$ cat config.mk
export PLATFORM = sky130hd
export DESIGN_NAME = ps2_host_tx
export DESIGN_NICKNAME = d
export VERILOG_FILES = /design/src/rtl/ps2_host_tx.sv
export SDC_FILE = /design/constraint.sdc
export NUM_CORES = 1
export LEC_CHECK = 0
export BUFFER_PORTS_ARGS = -buffer_cell sky130_fd_sc_hd__clkbuf_2
export CAP_MARGIN = 10
export CORE_ASPECT_RATIO = 1.75
export CORE_MARGIN = 2
export CORE_UTILIZATION = 40
export CTS_CLUSTER_DIAMETER = 40
export CTS_CLUSTER_SIZE = 10
export DETAILED_ROUTE_END_ITERATION = 7
export GPL_TIMING_DRIVEN = 0
export MAX_ROUTING_LAYER = met4
export PLACE_DENSITY = 0.65
export SYNTH_ARGS = -nofsm -noshare
export SYNTH_HDL_FRONTEND = slang
export SYNTH_SLANG_ARGS = --single-unit
$ cat constraint.sdc
create_clock -name clock -period 5.2 [get_ports clock]
set_clock_uncertainty 0.05 [all_clocks]
set_input_delay 1.04 -clock clock [delete_from_list [all_inputs] [get_ports clock]]
set_output_delay 1.04 -clock clock [all_outputs]
set_load 0.01 [all_outputs]
$ cat src/rtl/ps2_host_tx.sv
// PS/2 host-to-device command sender: inhibit, start, 8 data + odd parity + stop, ack check.
// done/error pulse one cycle after the final state decision; send_valid is dropped while busy.
module ps2_host_tx #(
   parameter int CLK_INHIBIT_CYCLES = 5000,
   parameter int START_HOLD_CYCLES  = 100,
   parameter int TIMEOUT_CYCLES     = 750000
) (
   input  logic       clock,
   input  logic       reset_n,
   input  logic [7:0] send_data,
   input  logic       send_valid,
   input  logic       ps2_clk_in,
   input  logic       ps2_dat_in,
   output logic       ps2_clk_oe,
   output logic       ps2_dat_oe,
   output logic       busy,
   output logic       done,
   output logic       error
);

   localparam int PHASE_MAX = (CLK_INHIBIT_CYCLES > START_HOLD_CYCLES) ?
                              CLK_INHIBIT_CYCLES : START_HOLD_CYCLES;
   localparam int CW = $clog2(PHASE_MAX + 1);
   localparam int TW = $clog2(TIMEOUT_CYCLES + 1);

   typedef enum logic [2:0] {
      IDLE,
      INHIBIT,
      START,
      SEND,
      ACK,
      WAIT_IDLE
   } state_t;

   state_t          state_q, state_d;
   logic [1:0]      clk_sync_q, dat_sync_q;
   logic            clk_prev_q;
   logic [7:0]      data_q, data_d;
   logic            parity_q, parity_d;
   logic [3:0]      bit_cnt_q, bit_cnt_d;
   logic [CW-1:0]   phase_cnt_q, phase_cnt_d;
   logic [TW-1:0]   tmo_q, tmo_d;
   logic            dat_oe_q, dat_oe_d;
   logic            done_q, done_d;
   logic            error_q, error_d;

   logic            clk_s, dat_s, clk_fall;

   assign clk_s    = clk_sync_q[1];
   assign dat_s    = dat_sync_q[1];
   assign clk_fall = clk_prev_q & ~clk_s;

   always_ff @(posedge clock) begin
      if (!reset_n) begin
         state_q     <= IDLE;
         clk_sync_q  <= 2'b11;
         dat_sync_q  <= 2'b11;
         clk_prev_q  <= 1'b1;
         data_q      <= '0;
         parity_q    <= 1'b0;
         bit_cnt_q   <= '0;
         phase_cnt_q <= '0;
         tmo_q       <= '0;
         dat_oe_q    <= 1'b0;
         done_q      <= 1'b0;
         error_q     <= 1'b0;
      end else begin
         state_q     <= state_d;
         clk_sync_q  <= {clk_sync_q[0], ps2_clk_in};
         dat_sync_q  <= {dat_sync_q[0], ps2_dat_in};
         clk_prev_q  <= clk_sync_q[1];
         data_q      <= data_d;
         parity_q    <= parity_d;
         bit_cnt_q   <= bit_cnt_d;
         phase_cnt_q <= phase_cnt_d;
         tmo_q       <= tmo_d;
         dat_oe_q    <= dat_oe_d;
         done_q      <= done_d;
         error_q     <= error_d;
      end
   end

   always_comb begin
      state_d     = state_q;
      data_d      = data_q;
      parity_d    = parity_q;
      bit_cnt_d   = bit_cnt_q;
      phase_cnt_d = phase_cnt_q;
      tmo_d       = tmo_q;
      dat_oe_d    = dat_oe_q;
      done_d      = 1'b0;
      error_d     = 1'b0;

      case (state_q)
         IDLE: begin
            phase_cnt_d = '0;
            tmo_d       = '0;
            dat_oe_d    = 1'b0;
            if (send_valid) begin
               data_d    = send_data;
               parity_d  = ~^send_data;
               bit_cnt_d = '0;
               state_d   = INHIBIT;
            end
         end
         INHIBIT: begin
            if (phase_cnt_q == CW'(CLK_INHIBIT_CYCLES - 1)) begin
               phase_cnt_d = '0;
               state_d     = START;
            end else begin
               phase_cnt_d = phase_cnt_q + 1'b1;
            end
         end
         START: begin
            if (phase_cnt_q == CW'(START_HOLD_CYCLES - 1)) begin
               phase_cnt_d = '0;
               tmo_d       = '0;
               dat_oe_d    = 1'b1;
               state_d     = SEND;
            end else begin
               phase_cnt_d = phase_cnt_q + 1'b1;
            end
         end
         SEND, ACK, WAIT_IDLE: begin
            tmo_d = tmo_q + 1'b1;
            // The timeout wins over any line event landing in the same cycle.
            if (tmo_q == TW'(TIMEOUT_CYCLES - 1)) begin
               tmo_d    = '0;
               dat_oe_d = 1'b0;
               error_d  = 1'b1;
               state_d  = IDLE;
            end else if (state_q == SEND) begin
               if (clk_fall) begin
                  bit_cnt_d = bit_cnt_q + 1'b1;
                  if (bit_cnt_q < 4'd8) begin
                     dat_oe_d = ~data_q[bit_cnt_q[2:0]];
                  end else if (bit_cnt_q == 4'd8) begin
                     dat_oe_d = ~parity_q;
                  end else begin
                     dat_oe_d = 1'b0;
                     state_d  = ACK;
                  end
               end
            end else if (state_q == ACK) begin
               if (clk_fall) begin
                  if (!dat_s) begin
                     state_d = WAIT_IDLE;
                  end else begin
                     error_d = 1'b1;
                     state_d = IDLE;
                  end
               end
            end else begin
               if (clk_s && dat_s) begin
                  done_d  = 1'b1;
                  state_d = IDLE;
               end
            end
         end
         default: state_d = IDLE;
      endcase
   end

   assign ps2_clk_oe = (state_q == INHIBIT) || (state_q == START);
   assign ps2_dat_oe = (state_q == START) || ((state_q == SEND) && dat_oe_q);
   assign busy       = (state_q != IDLE);
   assign done       = done_q;
   assign error      = error_q;

endmodule

# After elaboration in Yosys (flattened, before gate mapping)
# Cells that the tools add are included.
# word_totals
output_inout_bits	5
register_bits	57
input_bits	13
elab_cells	102
# op_classes
reduce_logical	18
n_lt_le_gt_ge	2
n_eq_ne	22
bitwise_logic	6
muxes	39
n_addsub	3
# ops
cell	count
$pmux W20 S3	1
$mux W20	2
$pmux W13 S3	1
$mux W3	12
$mux W13	2
$add A20 B1 Y20 const B	1
$eq A20 B20 Y1 const B	1
$mux W4	4
$ne A4 B4 Y1 const B	4
$add A13 B1 Y13 const B	1
$eq A13 B13 Y1 const B	1
$eq A13 B7 Y1 const B	1
$mux W1	13
$ne A2 B2 Y1 const B	6
$pmux W3 S4	1
$reduce_bool A3 Y1	3
$pmux W4 S2	1
$reduce_and A8 Y1	1
$reduce_xnor A8 Y1	1
$eq A3 B2 Y1 const B	2
$eq A3 B3 Y1 const B	2
$ne A3 B3 Y1 const B	2
$reduce_and A2 Y1	3
$ne A5 B5 Y1 const B	1
17 further kinds	23

# Depth between registers and ports, before layout
# depth
word_depth	8
ltp_mapped	9
depth_no_buf	8

# Worst setup path before layout
# OpenSTA, ideal clock, no wires.
# synth_timing
path_type	input port to flip-flop
start	input reset_n
end	register phase_cnt_q[12]
cell_stages	5
arrival_ns	2.017
t_required_ns	5.078
n_path_buf	1
slack_ns	3.061
path_cell_list	clkbuf_1 > o2111ai_1 > nand2_1 > nand4_1 > mux2i_1
# synth_lines
element	line	rtl
start: declaration	9	input logic reset_n,
end signal: assignment	75	phase_cnt_q <= phase_cnt_d;
end: declaration	41	logic [CW-1:0] phase_cnt_q, phase_cnt_d;

# Worst setup path after layout
# layout_timing
start	register state_q[0]
end	output ps2_clk_oe
# layout_between
elab_chain_cells	2
word_cells_on_any_way	3
# layout_rtl
element	line	rtl
start: declaration	35	state_t state_q, state_d;
start signal: assignment	68	state_q <= state_d;
$eq A3 B1 Y1 / $eq A3 B2 Y1 (equally long branches)	164	assign ps2_clk_oe = (state_q == INHIBIT) || (state_q == START);
$logic_or A1 B1 Y1 (*)	164	
end: declaration	14	output logic ps2_clk_oe,
# Every way passes the cells marked *; elsewhere a longest branch is shown, timed or not.

==> impl_metrics.csv <==
group,metric,value,unit
drt,wl_per_cell,13.88,um
yosys,syn-num-nets,372,
layout,fill_cells,725,
yosys,synth.avg_cell_area,8.304,um2
floorplan,num_rows,41,
yosys,ys.flop_type,"dfxtp_1",
floorplan,start_util,41.05,%
cts,cts.clk_slew.worst_paths,0.04,ns
cts,ctsLongestPathBuffers,2,
sta,maxSlewViolCount,0,
floorplan,dieArea,0.008100,mm2
sta,final.period_utilization,51.98,%
grt,grt_overflow,0,
worst_setup_path,crit_type,"flop to primary output",
min_path,hold_path.class,"flop to flop",
yosys,synth_edf_count,0,
floorplan,core_area,0.007182,mm2
layout,final_common_cell,"dfxtp_1",
sta,rsz0062_at_grt,"false",
place,routabilityCongestion,0.7981,
grt,grt_start_max_net_pins,11,
drt,routed_wl,6551,um
flow_run,drv_cap,0,
layout,diodes,0,
grt,grt_pass1_vias,2536,
grt,gr-usage-all-layers,19.11,%
floorplan,die_y,117.6,um
min_path,whs_endpoint,"dat_sync_q[1]",
drt,final_antenna_net_count,0,
layout,layout-drive-gt1-share,11.66,%
grt,grt_first_pass_wirelength,11610,um
sta,fin_crit,2.703,ns
worst_setup_path,r2r_slack,2.90,ns
cts,cts_resized,0,
power_and_ir_drop,powerDensity,415.6,mW/mm2
cts,postCtsHoldBufs,0,
cts,numCtsBuffers,9,
cts,cts_tree,"done",
drt,avgViaCountPerCell,5.400,
cts,cts.sinks,57,
yosys,syn_area,0.002948,mm2
min_path,whs_path_depth,1,
drt,drc,0,
layout,mostFrequentLayoutCells,"dfxtp_1, nand2_1, nor2_1",
yosys,async_flop_share,0,%
drt,drt_pass1_iterations,4,
sta,setup_violations,0,
worst_setup_path,r2r-end,"tmo_q[11]",
worst_setup_path,r2r_start,"tmo_q[12]",
worst_setup_path,reg2regPathDepth,7,
worst_setup_path,cp.arrival,1.61,ns
place,io_buffers,17,
layout,nets,400,
floorplan,dieWidth,68.90,um
worst_setup_path,crit_path_end_kind,"primary output",
cts,cts_root_buf,"clkbuf_16",
worst_setup_path,crit_path_max_fanout,10,
worst_setup_path,start_kind,"flop",
layout,area_growth,15.49,%
yosys,ys_seq_area_share,38.71,%
cts,cts_setup_buffers,0,
sta,slew_headroom,49.21,%
power_and_ir_drop,ir_worst_vdd,0.2758,mV
layout,multi_input_area,0.001692,mm2
grt,antenna_found_initial,0,
min_path,hp-start,"dat_sync_q[0]",
drt,num_vias,2549,
drt,first_iter_violations,126,
place,hpwl,4893,um
sta,hold_viol,0,
yosys,synthCells,355,
worst_setup_path,crit_required,4.11,ns
power_and_ir_drop,finalPower,0.001415,W
sta,fmax,0.3700,GHz
sta,tns,0,ns
run_status,status,"completed",
power_and_ir_drop,p_leak,1.273,nW
yosys,yosys_register_bits,57,
yosys,yosysWarningCount,0,
cts,htreeDepth,3,
layout,seqCellArea,0.001141,mm2
yosys,yosysUniqueCellTypes,52,
sta,worst_slew_pin_slew,0.7561,ns
floorplan,io_pins,18,
cts,clk_latency,0.32,ns
## power by group
part	total, W	internal (W)	leakage, nW	switching [W]
clock	0.000524	0.000342	0.129	0.000182
combinational	0.000404	0.000144	0.682	0.000260
sequential	0.000487	0.000471	0.462	0.0000164
## cell families after synthesis
kind of cell | Yosys count | synth area share [%]
AO/OA/AOI/OAI | 66 | 14.98
XOR/XNOR | 24 | 7.131
buffers and inverters | 25 | 3.905
AND/OR/NAND/NOR | 170 | 29.67
adder cells (fa/ha/maj) | 4 | 1.698
multiplexers | 9 | 3.905
flip-flops | 57 | 38.71
## worst max-delay path: stages (launching register included)
cell and delay (ns):
dfxtp_1 0.30, buf_2 0.18, clkbuf_1 0.38, xnor2_1 0.12, nor2_1 0.14, clkbuf_2 0.17
## how the worst max path moves through the flow
stage               slack [ns]              end       start  depth (start not counted)
floorplan                 3.06  phase_cnt_q[12]     reset_n                          5
global placement          2.54  phase_cnt_q[12]     reset_n                          6
detailed placement        2.51  phase_cnt_q[12]     reset_n                          6
CTS                       2.48       ps2_clk_oe  state_q[0]                          5
global route              2.33       ps2_clk_oe  state_q[0]                          5
finish                    2.50       ps2_clk_oe  state_q[0]                          5
## sequential cells by signal (all words and copies together) (netlist names), 2 cells and up
name,count
state_q,3
data_q,8
phase_cnt_q,13
tmo_q,20
bit_cnt_q,4
clk_sync_q,2
dat_sync_q,2
## synthesized netlist by cell type (2+ instances only)
| cell type | count | area share [%] |
|---|---|---|
| o31ai_1 | 2 | 0.51 |
| ha_1 | 4 | 1.7 |
| nor2b_1 | 6 | 1.3 |
| buf_2 | 5 | 0.85 |
| a21oi_1 | 12 | 2.0 |
| nand3b_1 | 2 | 0.51 |
| o21ai_0 | 17 | 2.9 |
| o211a_1 | 3 | 1.0 |
| or3_1 | 3 | 0.64 |
| nor3_1 | 13 | 2.2 |
| nand4_1 | 8 | 1.7 |
| a22o_1 | 2 | 0.59 |
| xor2_1 | 10 | 3.0 |
| or4_1 | 2 | 0.51 |
| a21boi_0 | 11 | 2.8 |
| nor4b_1 | 2 | 0.59 |
| o211ai_1 | 7 | 1.8 |
| inv_1 | 10 | 1.3 |
| nor3b_1 | 2 | 0.51 |
| nand2_1 | 45 | 5.7 |
| nor4_1 | 2 | 0.42 |
| xnor2_1 | 14 | 4.2 |
| nand4b_1 | 2 | 0.59 |
| nand2_2 | 2 | 0.42 |
| buf_4 | 2 | 0.51 |
| mux4_2 | 2 | 1.5 |
| nand3_1 | 15 | 2.5 |
| and3_1 | 10 | 2.1 |
| clkbuf_1 | 7 | 0.89 |
| nor2_1 | 32 | 4.1 |
| mux2i_1 | 7 | 2.4 |
| o22ai_1 | 3 | 0.64 |
| nand2b_1 | 9 | 1.9 |
| and2_1 | 8 | 1.7 |
| dfxtp_1 | 57 | 39 |
## routing by layer
layer / track usage, % / vias to the layer above / part of all wire, %
li1: - / 1303 / -
met1: 20.43 / 1201 / 41
met2: 31.61 / 31 / 54
met3: 5.927 / 14 / 3.2
met4: 7.843 / 0 / 2.0
met5: - / - / 0
## through the flow
step	util (%)	hold slack, ns	setup WS [ns]	cell area, um2	cells
2_1_floorplan	-	0.3363	3.061	2948	355
3_3_place_gp	43.73	0.3423	2.540	3141	458
3_5_place_dp	43.73	0.3495	2.507	3141	458
4_1_cts	47.40	0.3646	2.483	3405	472
5_1_grt	47.40	0.3876	2.332	3405	472
6_report	47.40	0.3583	2.497	3405	472
## area by class of cell
class / instances / share of cell area, %
buffer: 15 / 2.279
clock buffer: 14 / 7.754
inverter: 10 / 1.103
multi-input combinational: 273 / 49.69
sequential: 57 / 33.52
tap: 86 / 3.161
timing repair buffer: 17 / 2.499
Power figures use the tool's default switching activity.
